<file path="src/rtl/neural_result_sequencer.sv">
// neural_result_sequencer: serial class-score argmax with seven-segment result.
// Ports: clk, rst (sync, active-high); score_valid/score_in/score_ready stream
//   input; frame_abort drops a partial frame; result_valid pulses per result;
//   digit_out/seven_seg hold the last result; busy marks a partial frame.
module neural_result_sequencer #(
    parameter int                 NUM_CLASSES = 10,
    parameter int                 SCORE_W     = 16,
    parameter logic [SCORE_W-1:0] MIN_SCORE   = 16'h0080
) (
    input  logic               clk,
    input  logic               rst,
    input  logic               score_valid,
    input  logic [SCORE_W-1:0] score_in,
    output logic               score_ready,
    input  logic               frame_abort,
    output logic               result_valid,
    output logic [3:0]         digit_out,
    output logic [7:0]         seven_seg,
    output logic               busy
);

    typedef enum logic [1:0] {
        S_IDLE,
        S_COLLECT,
        S_PUBLISH
    } state_t;

    state_t             r_state;
    logic [3:0]         r_count;
    logic [SCORE_W-1:0] r_max_val;
    logic [3:0]         r_max_idx;
    logic               r_result_valid;
    logic [3:0]         r_digit;
    logic [7:0]         r_seg;

    logic w_accept;
    logic w_last;
    logic w_higher;

    function automatic logic [7:0] seg_of(input logic [3:0] d);
        logic [7:0] s;
        s = 8'h40;
        unique case (d)
            4'd0:    s = 8'h3F;
            4'd1:    s = 8'h06;
            4'd2:    s = 8'h5B;
            4'd3:    s = 8'h4F;
            4'd4:    s = 8'h66;
            4'd5:    s = 8'h6D;
            4'd6:    s = 8'h7D;
            4'd7:    s = 8'h07;
            4'd8:    s = 8'h7F;
            4'd9:    s = 8'h6F;
            default: s = 8'h40;
        endcase
        return s;
    endfunction

    // Ready is a pure function of state; abort suppresses the accept.
    assign score_ready = (r_state != S_PUBLISH);
    assign w_accept    = score_valid && score_ready && !frame_abort;
    assign w_last      = (r_count == 4'(NUM_CLASSES - 1));
    assign w_higher    = (score_in > r_max_val);

    assign result_valid = r_result_valid;
    assign digit_out    = r_digit;
    assign seven_seg    = r_seg;
    assign busy         = (r_state == S_COLLECT);

    always_ff @(posedge clk) begin
        if (rst) begin
            r_state        <= S_IDLE;
            r_count        <= 4'd0;
            r_max_val      <= '0;
            r_max_idx      <= 4'd0;
            r_result_valid <= 1'b0;
            r_digit        <= 4'hF;
            r_seg          <= 8'h00;
        end else begin
            r_result_valid <= 1'b0;
            unique case (r_state)
                S_IDLE, S_COLLECT: begin
                    if (frame_abort) begin
                        r_state   <= S_IDLE;
                        r_count   <= 4'd0;
                        r_max_val <= '0;
                        r_max_idx <= 4'd0;
                    end else if (w_accept) begin
                        // Index 0 always loads; later ones need a strict win.
                        if (r_count == 4'd0) begin
                            r_max_val <= score_in;
                            r_max_idx <= 4'd0;
                        end else if (w_higher) begin
                            r_max_val <= score_in;
                            r_max_idx <= r_count;
                        end
                        if (w_last) begin
                            r_state <= S_PUBLISH;
                            r_count <= 4'd0;
                        end else begin
                            r_state <= S_COLLECT;
                            r_count <= r_count + 4'd1;
                        end
                    end
                end
                S_PUBLISH: begin
                    r_result_valid <= 1'b1;
                    if (r_max_val >= MIN_SCORE) begin
                        r_digit <= r_max_idx;
                        r_seg   <= seg_of(r_max_idx);
                    end else begin
                        r_digit <= 4'hF;
                        r_seg   <= 8'h40;
                    end
                    r_state <= S_IDLE;
                end
                default: r_state <= S_IDLE;
            endcase
        end
    end

endmodule

</file>
<file path="config.mk">
export PLATFORM = sky130hd
export DESIGN_NAME = neural_result_sequencer
export DESIGN_NICKNAME = d
export VERILOG_FILES = /design/src/rtl/neural_result_sequencer.sv
export SDC_FILE = /design/constraint.sdc
export NUM_CORES = 1
export LEC_CHECK = 0
export CAP_MARGIN = 25
export CORE_AREA = 3 3 63 77
export CTS_CLUSTER_SIZE = 30
export DETAILED_ROUTE_END_ITERATION = 10
export DIE_AREA = 0 0 66 80
export DONT_BUFFER_PORTS = 1
export PLACE_DENSITY_LB_ADDON = 0.08
export SETUP_SLACK_MARGIN = 0.2
export SYNTH_ARGS = -nofsm -noshare
export SYNTH_HDL_FRONTEND = slang
export SYNTH_SLANG_ARGS = --single-unit
</file>
<file path="constraint.sdc">
create_clock -name clk -period 3.6 [get_ports clk]
set_clock_uncertainty 0.15 [all_clocks]
set_input_delay 0.72 -clock clk [delete_from_list [all_inputs] [get_ports clk]]
set_output_delay 0.72 -clock clk [all_outputs]
set_load 0.02 [all_outputs]
</file>
==> flow_metrics.env, run 1 <==
export IMPL_outcome="finished clean"
export IMPL_r2r_start="r_max_val[14]"
export IMPL_ys_warn_count=0
export IMPL_yosysSeqAreaShare=0.389
export IMPL_port_buffers=0
export IMPL_fmax_mhz=312
export IMPL_die_y_um=80
export IMPL_top_layer="met4"
export IMPL_postRouteAntennaNets=0
export IMPL_period_share=0.891
export IMPL_fin_cells=328
export IMPL_dpl_hpwl_mm=3.34
export IMPL_endpoint_kind="register"
export IMPL_drive_gt1_frac=0.0993
export IMPL_r2r_slack_ns=0.40
export IMPL_cts_htree_levels=2
export IMPL_cp_common_cell="ha_1"
export IMPL_antenna_cells=0
export IMPL_cts_root_buf="clkbuf_8"
export IMPL_first_global_vias=1711
export IMPL_num_fill_cells=383
export IMPL_avgSynthCellArea_um2=8.58
export IMPL_path_clk_slew_ns=0.08
export IMPL_remaining_drc_errors=0
export IMPL_slew_headroom=0.624
export IMPL_routed_wl_met2_mm=2.24
export IMPL_max_stage_delay_ns=0.58
export IMPL_syn_inst=270
export IMPL_cp_cell_sequence="ha_1 -> nand4_2 -> or4_4 -> a21o_1 -> and3_1 -> nor3_4 -> a22oi_2 -> nor2_2 -> inv_1 -> ha_1 -> mux2_4 -> o22ai_1"
export IMPL_yosysUniqueCellTypes=45
export IMPL_fin_crit_ns=3.21
export IMPL_clkLatencyLatePin_ns=0.29
export IMPL_power_density_nw_per_um2=384
export IMPL_wl_met1_mm=2.10
export IMPL_worst_pin_slew_ns=0.563
export IMPL_hold_violations=0
export IMPL_worstPathMaxFanout=4
export IMPL_clockBufferDepth=2
export IMPL_via_per_inst=5.48
export IMPL_dpl_cell_count=320
export IMPL_nNetsFinal=316
export IMPL_rsz0062_at_grt="no"
export IMPL_syn_nets=315
export IMPL_antenna_found_initial=0
export IMPL_ys_seq_elements=45
export IMPL_multi_input_area_um2=1290
export IMPL_holdBufCountCts=0
export IMPL_tns_ns=0
export IMPL_cp_start_kind="input port"
export IMPL_syn_to_final_growth_pct=7.29
export IMPL_vias=1799
export IMPL_cts_sinks=45
export IMPL_drv_cap=0
export IMPL_rows=26
export IMPL_worstSetupPathType="in2reg"
export IMPL_gp_congestion=0.817
export IMPL_cts_tree="done"
export IMPL_regArea_um2=901
export IMPL_syn_area_um2=2320
export IMPL_grt_use_total=0.192
export IMPL_crit_start="score_in[15]"
export IMPL_initial_utilization=0.552
export IMPL_setup_viol=0
export IMPL_power_leakage_nw=0.969
export IMPL_cts_buffers_inserted=5
export IMPL_wirelength_mm=4.60
export IMPL_drt_iter0_markers=77
export IMPL_fp_dieW_um=66
export IMPL_drv_slew=0
export IMPL_arrival_ns=3.27
export IMPL_wl_per_cell_um=14.0
export IMPL_hp_class="reg2reg"
export IMPL_num_io_pins=35
export IMPL_drt_pass1_iter_count=4
export IMPL_r2r_cells=13
export IMPL_crit_required_ns=3.66
export IMPL_crit_slowest_cell="or4_4"
export IMPL_wl_met3_um=227
export IMPL_grt_overflow=0
export IMPL_grt_pass1_wl_mm=7.87
export IMPL_whs_path_depth=2
export IMPL_die_area_um2=5280
export IMPL_core_um2=4200
export IMPL_worstHoldEndpoint="seven_seg[3]"
export IMPL_peakVddDrop_v=0.000293
export IMPL_grt_max_degree=34
[cells by family (layout without fill, tap and decap cells)]
| group | count (synthesis) | count (layout) | share of synthesized area |
|---|---|---|---|
| compound gates | 64 | 64 | 0.181 |
| xor+xnor | 3 | 3 | 0.0113 |
| fa+ha+maj | 25 | 25 | 0.135 |
| buf+inv | 35 | 37 | 0.0632 |
| flops | 45 | 45 | 0.389 |
| mux | 2 | 2 | 0.0108 |
| other cells | 1 | 1 | 0.00162 |
| simple gates | 95 | 95 | 0.208 |
[layer usage]
layer / vias to the layer above / global-route usage
li1: 939 / -
met3: 2 / 0.0535
met5: - / 0
met4: 0 / 0.0610
met1: 831 / 0.240
met2: 27 / 0.317
[cell usage after synthesis]
cell,n,share of area
nor3b_1,15,0.049
o211ai_1,1,0.0032
o22ai_1,7,0.019
a41oi_1,1,0.0038
nand2_1,15,0.024
mux2_4,1,0.0065
dfxtp_1,45,0.39
o311ai_1,1,0.0038
mux2i_1,1,0.0043
o21bai_1,1,0.0032
clkbuf_1,8,0.013
nor3_1,6,0.013
a22o_1,1,0.0038
nand2_2,1,0.0027
nor2b_1,4,0.011
inv_2,1,0.0016
o221a_2,1,0.0049
a21oi_1,27,0.058
nand4_1,4,0.011
nor2_1,41,0.066
buf_6,1,0.0049
o21ai_0,7,0.015
or4_4,1,0.0049
xnor2_1,1,0.0038
nand2b_1,1,0.0027
a22oi_1,8,0.026
buf_4,2,0.0065
a21o_1,1,0.0032
a31oi_1,1,0.0027
and3_1,3,0.0081
a2111oi_1,1,0.0043
nand4_2,1,0.0054
a41o_1,1,0.0043
a21bo_2,1,0.0043
a211oi_2,1,0.0054
conb_1,1,0.0016
a21boi_1,1,0.0032
a31oi_4,1,0.0092
ha_1,25,0.13
xor2_1,2,0.0076
nor3_2,1,0.0043
o31ai_1,1,0.0032
inv_1,23,0.037
nor2_2,1,0.0027
and3b_1,1,0.0038
[layout by cell type, fill, tap and decap left out, types with 2 or more instances in the layout]
master    count
buf_4         5
clkbuf_8      7
dfxtp_1      45
and3_1        3
nand2_1      15
o22ai_1       7
a22oi_1       7
a21oi_1      27
inv_1        23
nor3b_1      15
nor2_2        3
nor3_1        6
o21ai_0       7
ha_1         25
nor2_1       39
nand4_1       4
xor2_1        2
nor2b_1       4
[where the power goes]
| group | internal (W) | switching (W) |
|---|---|---|
| sequential | 0.000509 | 0.00000873 |
| combinational | 0.0000412 | 0.0000583 |
| clock | 0.000174 | 0.000165 |
| total | 0.000724 | 0.000232 |
[timing repair]
item | 4_1_cts | 5_1_grt
setup buffers | 0 | 0
resized for setup | 0 | 2
endpoints found under the setup margin | 0 | 5
[worst max-delay path, delay by kind of cell]
family	cells	cell delay [ns]
simple gates	5	1.26
buf+inv	1	0.10
mux	1	0.26
compound gates	3	0.46
fa+ha+maj	2	0.47
[per-stage QoR]
stage	instance area (um2)	hold WS (ns)	power [W]	setup slack, ns	util
after floorplan	2320	0.282	0.000613	0.217	-
after global placement	2380	0.298	0.000627	0.107	0.566
after detailed placement	2380	0.311	0.000628	0.0430	0.566
after CTS	2480	0.325	0.000964	0.340	0.590
after global routing	2490	0.315	0.00101	0.191	0.592
final	2490	0.325	0.000956	0.394	0.592
[worst max-delay path by stage]
stage / end / slack, ns / cells after the start
floorplan: register / 0.22 / 12
finish: register / 0.39 / 12
CTS: register / 0.34 / 13
global placement: register / 0.11 / 12
global route: register / 0.19 / 13
detailed placement: register / 0.04 / 12
[cell type report]
class	count	share of cell area
inverter	24	0.0362
timing repair buffer	5	0.0151
tap	56	0.0282
sequential	45	0.362
clock buffer	7	0.0388
multi-input combinational	190	0.517
clock inverter	1	0.00201
Note: power is estimated with default switching activity, not from simulation.
==> run 2, diff against run 1 <==
--- a/config.mk
+++ b/config.mk
@@ -7,10 +7,12 @@
 export LEC_CHECK = 0
 export CAP_MARGIN = 25
 export CORE_AREA = 3 3 63 77
+export CTS_CLUSTER_DIAMETER = 200
 export CTS_CLUSTER_SIZE = 30
 export DETAILED_ROUTE_END_ITERATION = 10
 export DIE_AREA = 0 0 66 80
 export DONT_BUFFER_PORTS = 1
+export GPL_TIMING_DRIVEN = 0
 export PLACE_DENSITY_LB_ADDON = 0.08
 export SETUP_SLACK_MARGIN = 0.2
 export SYNTH_ARGS = -nofsm -noshare
==> run 2 against run 1 <==
  * Cell area up 2.7%
  * Non-clock buffer count up 11
  * Fmax down 2.5%
  * Critical path depth unchanged
  * Sequential share of layout area down 0.91 points
  * Via count up 4.8%
  * Wire length up 5.2%
  * Count of clock-buffer cells in the layout down 1
  * Register-to-register slack worse by 0.09 ns
  * Flip-flop and latch count unchanged
  * Global-route usage down 0.16 points
  * Critical path type unchanged
==> flow_metrics.env, run 2 (synthesis gave the netlist of run 1 again) <==
export IMPL_outcome="finished clean"
export IMPL_clkLatencyLatePin_ns=0.30
export IMPL_switching_share=0.270
export IMPL_setup_viol=0
export IMPL_antenna_cells=0
export IMPL_via_per_inst=5.56
export IMPL_pwr_share_comb=0.122
export IMPL_final_cell_mix="dfxtp_1, nor2_1, a21oi_1"
export IMPL_num_fill_cells=380
export IMPL_crit_required_ns=3.64
export IMPL_slew_headroom=0.622
export IMPL_worstSetupPathType="in2reg"
export IMPL_vias=1885
export IMPL_final_common_cell="dfxtp_1"
export IMPL_drive_gt1_frac=0.113
export IMPL_cp_start_kind="input port"
export IMPL_wl_per_cell_um=14.3
export IMPL_power_leakage_nw=0.979
export IMPL_grt_busiest_layer="met2"
export IMPL_grt_pass1_wl_mm=7.87
export IMPL_use_met2=0.330
export IMPL_postRouteAntennaNets=0
export IMPL_worstPathMaxFanout=4
export IMPL_rsz0062_at_grt="yes"
export IMPL_grt_overflow=0
export IMPL_power_frac_seq=0.548
export IMPL_intPower_w=0.000689
export IMPL_use_met3=0.0521
export IMPL_port_buffers=0
export IMPL_max_stage_delay_ns=0.58
export IMPL_initial_utilization=0.552
export IMPL_met1_usage=0.227
export IMPL_placed_area_um2=2390
export IMPL_arrival_ns=3.33
export IMPL_cts_tree="done"
export IMPL_antenna_found_initial=0
export IMPL_drt_pass1_iter_count=5
export IMPL_path_clk_slew_ns=0.09
export IMPL_clkPwrFrac=0.330
export IMPL_drv_cap=0
export IMPL_cts_sinks=45
export IMPL_path_buf_inv=1
export IMPL_endpoint_kind="register"
export IMPL_cts_root_buf="clkbuf_8"
export IMPL_wirelength_mm=4.84
export IMPL_fin_crit_ns=3.29
export IMPL_first_global_vias=1773
export IMPL_cts_buffers_inserted=5
export IMPL_hold_violations=0
export IMPL_cp_cell_sequence="ha_1 -> nand4_4 -> or4_4 -> a21o_1 -> and3_1 -> nor3_4 -> a22oi_2 -> nor2_2 -> inv_1 -> ha_1 -> mux2i_1 -> o22ai_1"
export IMPL_worst_pin_slew_ns=0.566
export IMPL_dpl_hpwl_mm=3.61
export IMPL_nNetsFinal=327
export IMPL_drt_iter0_markers=98
export IMPL_fp_dieW_um=66
export IMPL_peakVddDrop_v=0.000256
export IMPL_crit_slowest_cell="or4_4"
export IMPL_grt_use_total=0.190
export IMPL_syn_to_final_growth_pct=10.2
export IMPL_final_area_um2=2550
export IMPL_remaining_drc_errors=0
export IMPL_p_switching_w=0.000255
export IMPL_period_share=0.913
export IMPL_fin_cells=339
export IMPL_core_um2=4200
export IMPL_cp_common_cell="ha_1"
export IMPL_die_y_um=80
export IMPL_cts_htree_levels=2
export IMPL_power_density_nw_per_um2=370
export IMPL_clockBufferDepth=2
export IMPL_dpl_cell_count=326
export IMPL_crit_family="simple AND/OR/NAND/NOR gates"
export IMPL_drv_slew=0
export IMPL_grt_max_degree=15
export IMPL_gp_congestion=0.785
export IMPL_rows=26
export IMPL_die_area_um2=5280
export IMPL_fmax_mhz=304
export IMPL_num_io_pins=35
export IMPL_hp_class="reg2reg"
==> run 2: cell types whose count changed in the layout (fill, tap and decap cells not counted), moves of 2 or more <==
cell	delta
clkbuf_8	-2
clkbuf_1	+9
clkinvlp_4	+2
buf_4	+2
==> run 2: per-stage QoR <==
step                setup TNS, ns  power [W]   util  worst slack (ns)  hold WS (ns)
global route                    0   0.000989  0.609             0.172         0.345
floorplan                       0   0.000613      -             0.217         0.282
finish                          0   0.000945  0.609             0.312         0.330
detailed placement         -0.189   0.000639  0.571           -0.0820         0.313
CTS                             0   0.000945  0.592             0.227         0.325
global placement          -0.0668   0.000637  0.571           -0.0385         0.299
==> run 2: repair_timing <==
item	CTS	global route
hold buffers	0	0
buffers inserted	0	5
setup endpoints to repair	0	7
resized for setup	0	7
==> run 2: final timing paths <==
path	start	end	slack (ns)	cells past startpoint
worst min register to register	register	seven_seg[5]	0.33	2
worst max register to register	r_max_val[13]	register	0.31	13
worst min-delay path	register	seven_seg[5]	0.33	2
worst max-delay path	score_in[14]	register	0.31	12
==> run 2: routing by layer <==
layer | wire length [um] | vias to the layer above
met5 | 0 | -
met4 | 62 | 0
met3 | 228 | 7
met2 | 2440 | 30
met1 | 2110 | 893
li1 | - | 955
==> run 2: power groups by stage <==
stage | combinational [W] | sequential (W) | clock (W)
6_report | 0.000115 | 0.000517 | 0.000312
2_1_floorplan | 0.0000861 | 0.000527 | 0
5_1_grt | 0.000131 | 0.000519 | 0.000339
3_3_place_gp | 0.000108 | 0.000529 | 0
4_1_cts | 0.000110 | 0.000517 | 0.000317
3_5_place_dp | 0.000110 | 0.000529 | 0
==> run 2: area by class of cell <==
cell class | count | area, um2 | share of cell area
well taps | 56 | 70.1 | 0.0274
repair buffers | 5 | 37.5 | 0.0147
plain buffers | 11 | 56.3 | 0.0220
multi-input cells | 190 | 1310 | 0.513
flip-flops and latches | 45 | 902 | 0.353
clock inverters | 2 | 15.0 | 0.00588
clock buffers | 6 | 72.6 | 0.0284
inverters | 24 | 90.1 | 0.0353
==> run 2: worst min-delay path: stages (launching register included) <==
cell and delay (ns):
dfxtp_1 0.32, a22oi_1 0.06, nor2_1 0.07
